--- config.mk ---
export PLATFORM = sky130hd
export DESIGN_NAME = muldiv_unit_flat
export DESIGN_NICKNAME = d
export VERILOG_FILES = /design/src/rtl/muldiv_pkg.sv /design/src/rtl/muldiv_if.sv /design/src/rtl/muldiv_divcore.sv /design/src/rtl/muldiv_unit.sv /design/src/flat_wrapper.sv
export SDC_FILE = /design/constraint.sdc
export NUM_CORES = 1
export LEC_CHECK = 0
export ABC_AREA = 0
export BUFFER_PORTS_ARGS = -buffer_cell sky130_fd_sc_hd__buf_4
export CORE_UTILIZATION = 50
export CTS_CLUSTER_SIZE = 16
export DETAILED_ROUTE_END_ITERATION = 12
export PLACE_DENSITY = 0.72
export SYNTH_ARGS = -nofsm -noshare
export SYNTH_HDL_FRONTEND = slang
export SYNTH_SLANG_ARGS = --single-unit
--- constraint.sdc ---
create_clock -name i_clk -period 3.85 [get_ports i_clk]
set_input_delay 0.385 -clock i_clk [delete_from_list [all_inputs] [get_ports i_clk]]
set_output_delay 0.385 -clock i_clk [all_outputs]
set_load 0.02 [all_outputs]
--- src/rtl/muldiv_pkg.sv ---
// Shared types and constants for the RV32M multiply/divide unit.
package muldiv_pkg;

    localparam int MULDIV_ITER = 32;

    typedef enum logic [2:0] {
        OP_MUL    = 3'd0,
        OP_MULH   = 3'd1,
        OP_MULHSU = 3'd2,
        OP_MULHU  = 3'd3,
        OP_DIV    = 3'd4,
        OP_DIVU   = 3'd5,
        OP_REM    = 3'd6,
        OP_REMU   = 3'd7
    } op_e;

    typedef enum logic [1:0] {
        ST_IDLE = 2'd0,
        ST_RUN  = 2'd1,
        ST_DONE = 2'd2
    } state_e;

    // Magnitude of v when it is to be read as signed, otherwise v unchanged.
    function automatic logic [31:0] mag32(input logic [31:0] v, input logic sgn);
        return (sgn && v[31]) ? 32'(-v) : v;
    endfunction

endpackage

--- src/rtl/muldiv_if.sv ---
// Request/writeback bundle between the issue stage and the multiply/divide unit.
interface muldiv_if;
    logic        i_start;
    logic [2:0]  i_op;
    logic [31:0] i_rs1_data;
    logic [31:0] i_rs2_data;
    logic [4:0]  i_rd_addr;
    logic        o_busy;
    logic [4:0]  o_rd_addr;
    logic [31:0] o_rd_data;
    logic        o_rd_wren;

    modport master (
        output i_start, i_op, i_rs1_data, i_rs2_data, i_rd_addr,
        input  o_busy, o_rd_addr, o_rd_data, o_rd_wren
    );

    modport slave (
        input  i_start, i_op, i_rs1_data, i_rs2_data, i_rd_addr,
        output o_busy, o_rd_addr, o_rd_data, o_rd_wren
    );
endinterface

--- src/rtl/muldiv_divcore.sv ---
// Unsigned restoring divider on operand magnitudes: one quotient bit per step.
// Latency is set by the caller (32 steps); load and step are never asserted together.
module muldiv_divcore (
    input  logic        i_clk,
    input  logic        i_reset,
    input  logic        load,
    input  logic        step,
    input  logic [31:0] dividend,
    input  logic [31:0] divisor,
    output logic [31:0] quotient,
    output logic [31:0] remainder
);
    logic [31:0] rem_q;
    logic [31:0] quo_q;
    logic [31:0] dvs_q;
    logic [32:0] shifted;
    logic [31:0] diff;
    logic        fits;

    // A zero divisor always "fits", giving an all-ones quotient and the dividend as remainder.
    always_comb begin
        shifted = {rem_q, quo_q[31]};
        fits    = shifted >= {1'b0, dvs_q};
        diff    = shifted[31:0] - dvs_q;
    end

    always_ff @(posedge i_clk or negedge i_reset) begin
        if (!i_reset) begin
            rem_q <= '0;
            quo_q <= '0;
            dvs_q <= '0;
        end else if (load) begin
            rem_q <= '0;
            quo_q <= dividend;
            dvs_q <= divisor;
        end else if (step) begin
            rem_q <= fits ? diff : shifted[31:0];
            quo_q <= {quo_q[30:0], fits};
        end
    end

    assign quotient  = quo_q;
    assign remainder = rem_q;
endmodule

--- src/rtl/muldiv_unit.sv ---
// RV32M multiply/divide unit: 33-cycle iterative shift-add multiply and restoring divide.
// Optional macro MULDIV_FAST_MUL_EN: single-cycle multiply (IDLE->DONE at accept); divides unchanged.
module muldiv_unit
    import muldiv_pkg::*;
(
    input  logic     i_clk,
    input  logic     i_reset,
    muldiv_if.slave  bus
);
    state_e      state;
    op_e         op_q;
    op_e         op_in;
    logic [4:0]  count;
    logic [4:0]  rd_addr_q;
    logic [31:0] mcand;
    logic [63:0] prod;
    logic        neg_p, neg_q, neg_r;
    logic        busy, wren;
    logic        a_signed, b_signed;
    logic [31:0] a_mag, b_mag;
    logic        fast_take;
    logic [63:0] fast_prod;
    logic [32:0] psum;
    logic [63:0] prod_fix;
    logic [31:0] quo, rem, res;

    always_comb begin
        op_in    = op_e'(bus.i_op);
        a_signed = op_in inside {OP_MULH, OP_MULHSU, OP_DIV, OP_REM};
        b_signed = op_in inside {OP_MULH, OP_DIV, OP_REM};
        a_mag    = mag32(bus.i_rs1_data, a_signed);
        b_mag    = mag32(bus.i_rs2_data, b_signed);
        psum     = {1'b0, prod[63:32]} + (prod[0] ? {1'b0, mcand} : 33'd0);
    end

`ifdef MULDIV_FAST_MUL_EN
    logic signed [32:0] fast_a, fast_b;
    logic signed [65:0] fast_full;
    always_comb begin
        fast_a    = {a_signed & bus.i_rs1_data[31], bus.i_rs1_data};
        fast_b    = {b_signed & bus.i_rs2_data[31], bus.i_rs2_data};
        fast_full = fast_a * fast_b;
        fast_prod = fast_full[63:0];
        fast_take = !bus.i_op[2];
    end
`else
    always_comb begin
        fast_prod = '0;
        fast_take = 1'b0;
    end
`endif

    muldiv_divcore u_divcore (
        .i_clk     (i_clk),
        .i_reset   (i_reset),
        .load      (state == ST_IDLE && bus.i_start),
        .step      (state == ST_RUN && op_q[2]),
        .dividend  (a_mag),
        .divisor   (b_mag),
        .quotient  (quo),
        .remainder (rem)
    );

    always_ff @(posedge i_clk or negedge i_reset) begin
        if (!i_reset) begin
            state     <= ST_IDLE;
            op_q      <= OP_MUL;
            count     <= '0;
            rd_addr_q <= '0;
            mcand     <= '0;
            prod      <= '0;
            neg_p     <= 1'b0;
            neg_q     <= 1'b0;
            neg_r     <= 1'b0;
            busy      <= 1'b0;
            wren      <= 1'b0;
        end else begin
            case (state)
                ST_IDLE: if (bus.i_start) begin
                    op_q      <= op_in;
                    rd_addr_q <= bus.i_rd_addr;
                    mcand     <= a_mag;
                    count     <= '0;
                    busy      <= 1'b1;
                    // Quotient sign is left alone for a zero divisor so it stays all ones.
                    neg_q     <= b_signed & (bus.i_rs1_data[31] ^ bus.i_rs2_data[31])
                                 & (bus.i_rs2_data != 32'd0);
                    neg_r     <= a_signed & bus.i_rs1_data[31];
                    if (fast_take) begin
                        prod  <= fast_prod;
                        neg_p <= 1'b0;
                        wren  <= 1'b1;
                        state <= ST_DONE;
                    end else begin
                        prod  <= {32'd0, b_mag};
                        neg_p <= (a_signed & bus.i_rs1_data[31]) ^ (b_signed & bus.i_rs2_data[31]);
                        state <= ST_RUN;
                    end
                end
                ST_RUN: begin
                    if (!op_q[2])
                        prod <= {psum, prod[31:1]};
                    count <= count + 5'd1;
                    if (count == 5'(MULDIV_ITER - 1)) begin
                        wren  <= 1'b1;
                        state <= ST_DONE;
                    end
                end
                ST_DONE: begin
                    busy  <= 1'b0;
                    wren  <= 1'b0;
                    state <= ST_IDLE;
                end
                default: state <= ST_IDLE;
            endcase
        end
    end

    always_comb begin
        prod_fix = neg_p ? 64'(-prod) : prod;
        case (op_q)
            OP_MUL:                       res = prod_fix[31:0];
            OP_MULH, OP_MULHSU, OP_MULHU: res = prod_fix[63:32];
            OP_DIV, OP_DIVU:              res = neg_q ? 32'(-quo) : quo;
            default:                      res = neg_r ? 32'(-rem) : rem;
        endcase
    end

    assign bus.o_busy    = busy;
    assign bus.o_rd_wren = wren;
    assign bus.o_rd_addr = rd_addr_q;
    assign bus.o_rd_data = wren ? res : 32'd0;
endmodule
--- src/flat_wrapper.sv ---
// flat-port wrapper written by rule: the top's interface ports become plain ports
module muldiv_unit_flat import muldiv_pkg::*;
  (i_clk, i_reset, bus_i_start, bus_i_op, bus_i_rs1_data, bus_i_rs2_data, bus_i_rd_addr, bus_o_busy, bus_o_rd_addr, bus_o_rd_data, bus_o_rd_wren);
  muldiv_if bus_i ();
  input  logic i_clk;
  input  logic i_reset;
  input wire logic [$bits(bus_i.i_start)-1:0] bus_i_start;
  input wire logic [$bits(bus_i.i_op)-1:0] bus_i_op;
  input wire logic [$bits(bus_i.i_rs1_data)-1:0] bus_i_rs1_data;
  input wire logic [$bits(bus_i.i_rs2_data)-1:0] bus_i_rs2_data;
  input wire logic [$bits(bus_i.i_rd_addr)-1:0] bus_i_rd_addr;
  output wire logic [$bits(bus_i.o_busy)-1:0] bus_o_busy;
  output wire logic [$bits(bus_i.o_rd_addr)-1:0] bus_o_rd_addr;
  output wire logic [$bits(bus_i.o_rd_data)-1:0] bus_o_rd_data;
  output wire logic [$bits(bus_i.o_rd_wren)-1:0] bus_o_rd_wren;
  assign bus_i.i_start = bus_i_start;
  assign bus_i.i_op = bus_i_op;
  assign bus_i.i_rs1_data = bus_i_rs1_data;
  assign bus_i.i_rs2_data = bus_i_rs2_data;
  assign bus_i.i_rd_addr = bus_i_rd_addr;
  assign bus_o_busy = bus_i.o_busy;
  assign bus_o_rd_addr = bus_i.o_rd_addr;
  assign bus_o_rd_data = bus_i.o_rd_data;
  assign bus_o_rd_wren = bus_i.o_rd_wren;
  muldiv_unit u_core (.i_clk(i_clk), .i_reset(i_reset), .bus(bus_i));
endmodule
==> metrics.yaml <==
die:
  fp.dieH_um: 188
  core-area_sq_mm: 0.0337
  start_util_pct: 51.1
  io_pins: 114
  fp.dieW_um: 188
  rows: 67
  dieArea_sq_mm: 0.0352
detailed_routing:
  drtIter0Drc: 1930
  vias: 17261
  routedWlPerCell_um: 22.4
  avgViaCountPerCell: 6.31
  postRouteAntennaNets: 0
  drt_pass1_iterations: 6
  drc: 0
  routed_wl_um: 61200
setup_path:
  cp_num_buf_inv: 1
  cpPeakStageDelay_ns: 0.59
  reg2reg_to: "u_core.prod[61]$_DFFE_PN0P_"
  r2r-start: "u_core.prod[0]$_DFFE_PN0P_"
  r2r_slack_ns: 0.27
  ff2ff_path_depth: 11
  setup.worst_path.start_class: "flip-flop"
  endpoint_kind: "output pin"
  cp_max_fo: 4
  required_ns: 3.46
  crit_type: "reg -> out"
  critPathTopFamily: "compound AO/OA/AOI/OAI gates"
  arrival_ns: 3.46
  path_depth: 8
  cp_cell_sequence: "or4_4, and4b_2, nand2_1, o31ai_1, xnor2_1, o21ai_0, a31oi_1, buf_4"
  crit_slowest_cell: "o21ai_0"
finish:
  fin_cells: 2735
  syn2layout_area_growth_pct: 16.2
  drive_above_1_share_pct: 14.5
  nNetsFinal: 2421
synth:
  syn-num-nets: 2312
  ys_ff_latch: 212
  muxShareOfSynthArea_pct: 2.21
  synth-edff-count: 0
  synth_top_area_cell: "dfrtp_1"
  synth-compound-area-share_pct: 26.3
  synth-seq-area-share_pct: 30.8
  async_reset_ff_share_pct: 100
  synthCells: 2164
  netlist.area_leader.share_pct: 30.8
  yosys-top-cells-area: "dfrtp_1, o21ai_0, nand2_1"
  netlist_area_sq_mm: 0.0172
  synth-xor-area-share_pct: 10.7
  yosys_warnings: 0
  synth_top_family_by_area: "compound AO/OA/AOI/OAI gates"
  synth_cell_types: 85
  yosys.area_share.simple_pct: 20.4
  postSynthAreaPerCell_sq_um: 7.96
  synth_fa_ha_area_share_pct: 5.39
  synth-main-ff-cell: "dfrtp_1"
pwr:
  p_sw_w: 0.0106
  leakage_nw: 8.68
  peakVddDrop_mv: 0.749
  pwr-share-comb_pct: 64.9
  intPower_w: 0.00993
  pwr-share-clk_pct: 11.2
  power_frac_seq_pct: 23.8
  power.total_w: 0.0205
  switching_share_pct: 51.5
  power_density_mw_per_mm2: 1020
grt:
  grt_pass1_vias: 15937
  grt_max_degree: 92
  grt_pass1_wl_um: 94300
  grt_remaining_overflow: 0
  grtUsageTotal_pct: 34.5
  antenna_found_initial: 0
min_path:
  holdPathEnd: "u_core.bus.o_rd_addr[1]$_DFFE_PN0P_"
  hp-start: "bus_i_rd_addr[1]"
  min_path_cells: 3
  worst_hold_path_type: "in -> reg"
sta:
  min_period_ns: 3.85
  slew_headroom_pct: 23.7
  fin_worst_skew_ns: 0.0209
  hold_viol_final: 0
  drv_slew: 0
  tightest_slew_ns: 1.14
  tns_ns: 0
  fmax_mhz: 260
  setup_slack_ns: 0.000388
  setup_viol: 0
  fin_crit_sh_pct: 100
  holdWs_ns: 0.0229
  grt_setup_unrepaired: "true"
placement:
  placed_cells: 2667
  place.gp.congestion: 1.05
  io_buffers: 113
  dp_slack_ns: 0.211
  dp_hpwl_um: 47700
clock_network:
  cts-root-buf: "clkbuf_16"
  path_clk_slew_ns: 0.06
  cts_buffer_depth: 3
  h-tree-depth: 1
  clk_latency_ns: 0.55
  clock-sinks: 212
  cts_tree: "done"
  cts_buffers: 25
job:
  maxCapViolCount: 0
run_status:
  status: "finished clean"
## stage by stage
| step | utilization [%] | instance area (sq um) |
|---|---|---|
| final | 59.4 | 20000 |
| after global routing | 59.4 | 20000 |
| after CTS | 58.4 | 19700 |
| after detailed placement | 55.5 | 18700 |
| after global placement | 55.5 | 18700 |
| after floorplan | - | 17200 |
## synth_stat cells (37+ instances only)
master / instances
nor2_1: 127
mux2i_1: 37
o31ai_1: 50
a21oi_1: 142
a21o_1: 40
o21ai_0: 257
nand2_1: 322
ha_1: 71
xnor2_1: 109
clkbuf_1: 105
and2_1: 38
xor2_1: 101
inv_1: 71
dfrtp_1: 212
## cells by family (layout without fill, tap and decap cells)
| logic type | Yosys count | count (layout) |
|---|---|---|
| simple gates | 727 | 727 |
| compound gates | 714 | 714 |
| flops | 212 | 212 |
| xor+xnor | 210 | 210 |
| buf+inv | 190 | 312 |
| fa+ha+maj | 73 | 73 |
| mux | 38 | 38 |
| other cells | 0 | 1 |
## state kept, by name (all words and copies together), names as in the netlist
| signal | cells |
|---|---|
| u_core.op_q | 3 |
| u_core.mcand | 32 |
| u_core.u_divcore.dvs_q | 32 |
| u_core.bus.o_rd_addr | 5 |
| u_core.bus.o_rd_wren | 1 |
| u_core.neg_q | 1 |
| u_core.neg_p | 1 |
| u_core.state | 2 |
| u_core.bus.o_busy | 1 |
| u_core.u_divcore.remainder | 32 |
| u_core.count | 5 |
| u_core.u_divcore.quotient | 32 |
| u_core.neg_r | 1 |
| u_core.prod | 64 |
## power groups by stage
stage / Clock, W / Sequential [W] / Combinational, W
after CTS: 0.00234 / 0.00480 / 0.0127
final: 0.00230 / 0.00489 / 0.0133
after global routing: 0.00241 / 0.00500 / 0.0145
after floorplan: 0 / 0.00415 / 0.00904
after detailed placement: 0 / 0.00483 / 0.0125
after global placement: 0 / 0.00478 / 0.0122
## repair_timing
item | CTS | global route
endpoints found under the setup margin | 25 | 20
gates resized for setup | 28 | 50
pin swaps | 6 | 21
hold buffers | 1 | 0
endpoints found under the hold margin | 88 | 0
buffers inserted | 11 | 15
## layout by cell type (no fill, tap or decap), types with 49 or more instances in the layout
| cell type | n |
|---|---|
| dfrtp_1 | 201 |
| nor2_1 | 123 |
| o31ai_1 | 49 |
| nand2_1 | 322 |
| xnor2_1 | 108 |
| xor2_1 | 100 |
| o21ai_0 | 248 |
| a21oi_1 | 139 |
| inv_1 | 71 |
| ha_1 | 71 |
| buf_4 | 193 |
## worst min-delay path: stages
cell,delay [ns]
buf_4,0.08
nand2_1,0.04
nand2_1,0.04
## area by class of cell
class                           count  area (sq um)
Antenna cell                        1          2.50
Inverter                           71           267
Tap cell                          448           561
Clock buffer                       33           696
Multi-Input combinational cell   1762         11500
Fill cell                        3078         13700
Sequential cell                   212          5320
Clock inverter                      7          78.8
Timing Repair Buffer              201          1580
## layer usage
metal / vias to the layer above / GRT usage [%] / part of all wire, %
li1: 8004 / - / -
met1: 8415 / 52.6 / 46
met2: 771 / 50.5 / 42
met3: 71 / 5.84 / 9.7
met4: 0 / 7.82 / 2.2
met5: - / 1.92 / 0
## worst max-delay path by stage
stage,start,endpoint,slack [ns]
3_5_place_dp,u_core.prod[0]$_DFFE_PN0P_,u_core.prod[59]$_DFFE_PN0P_,0.21
3_3_place_gp,u_core.prod[28]$_DFFE_PN0P_,bus_o_rd_data[17],0.27
2_1_floorplan,u_core.prod[0]$_DFFE_PN0P_,u_core.prod[62]$_DFFE_PN0P_,0.62
5_1_grt,u_core.u_divcore.quotient[12]$_DFFE_PN0P_,bus_o_rd_data[19],-0.06
4_1_cts,u_core.prod[0]$_DFFE_PN0P_,bus_o_rd_data[22],0.003
6_report,u_core.u_divcore.quotient[12]$_DFFE_PN0P_,bus_o_rd_data[21],0.0004
No activity file was read; power rests on OpenSTA's default activity.
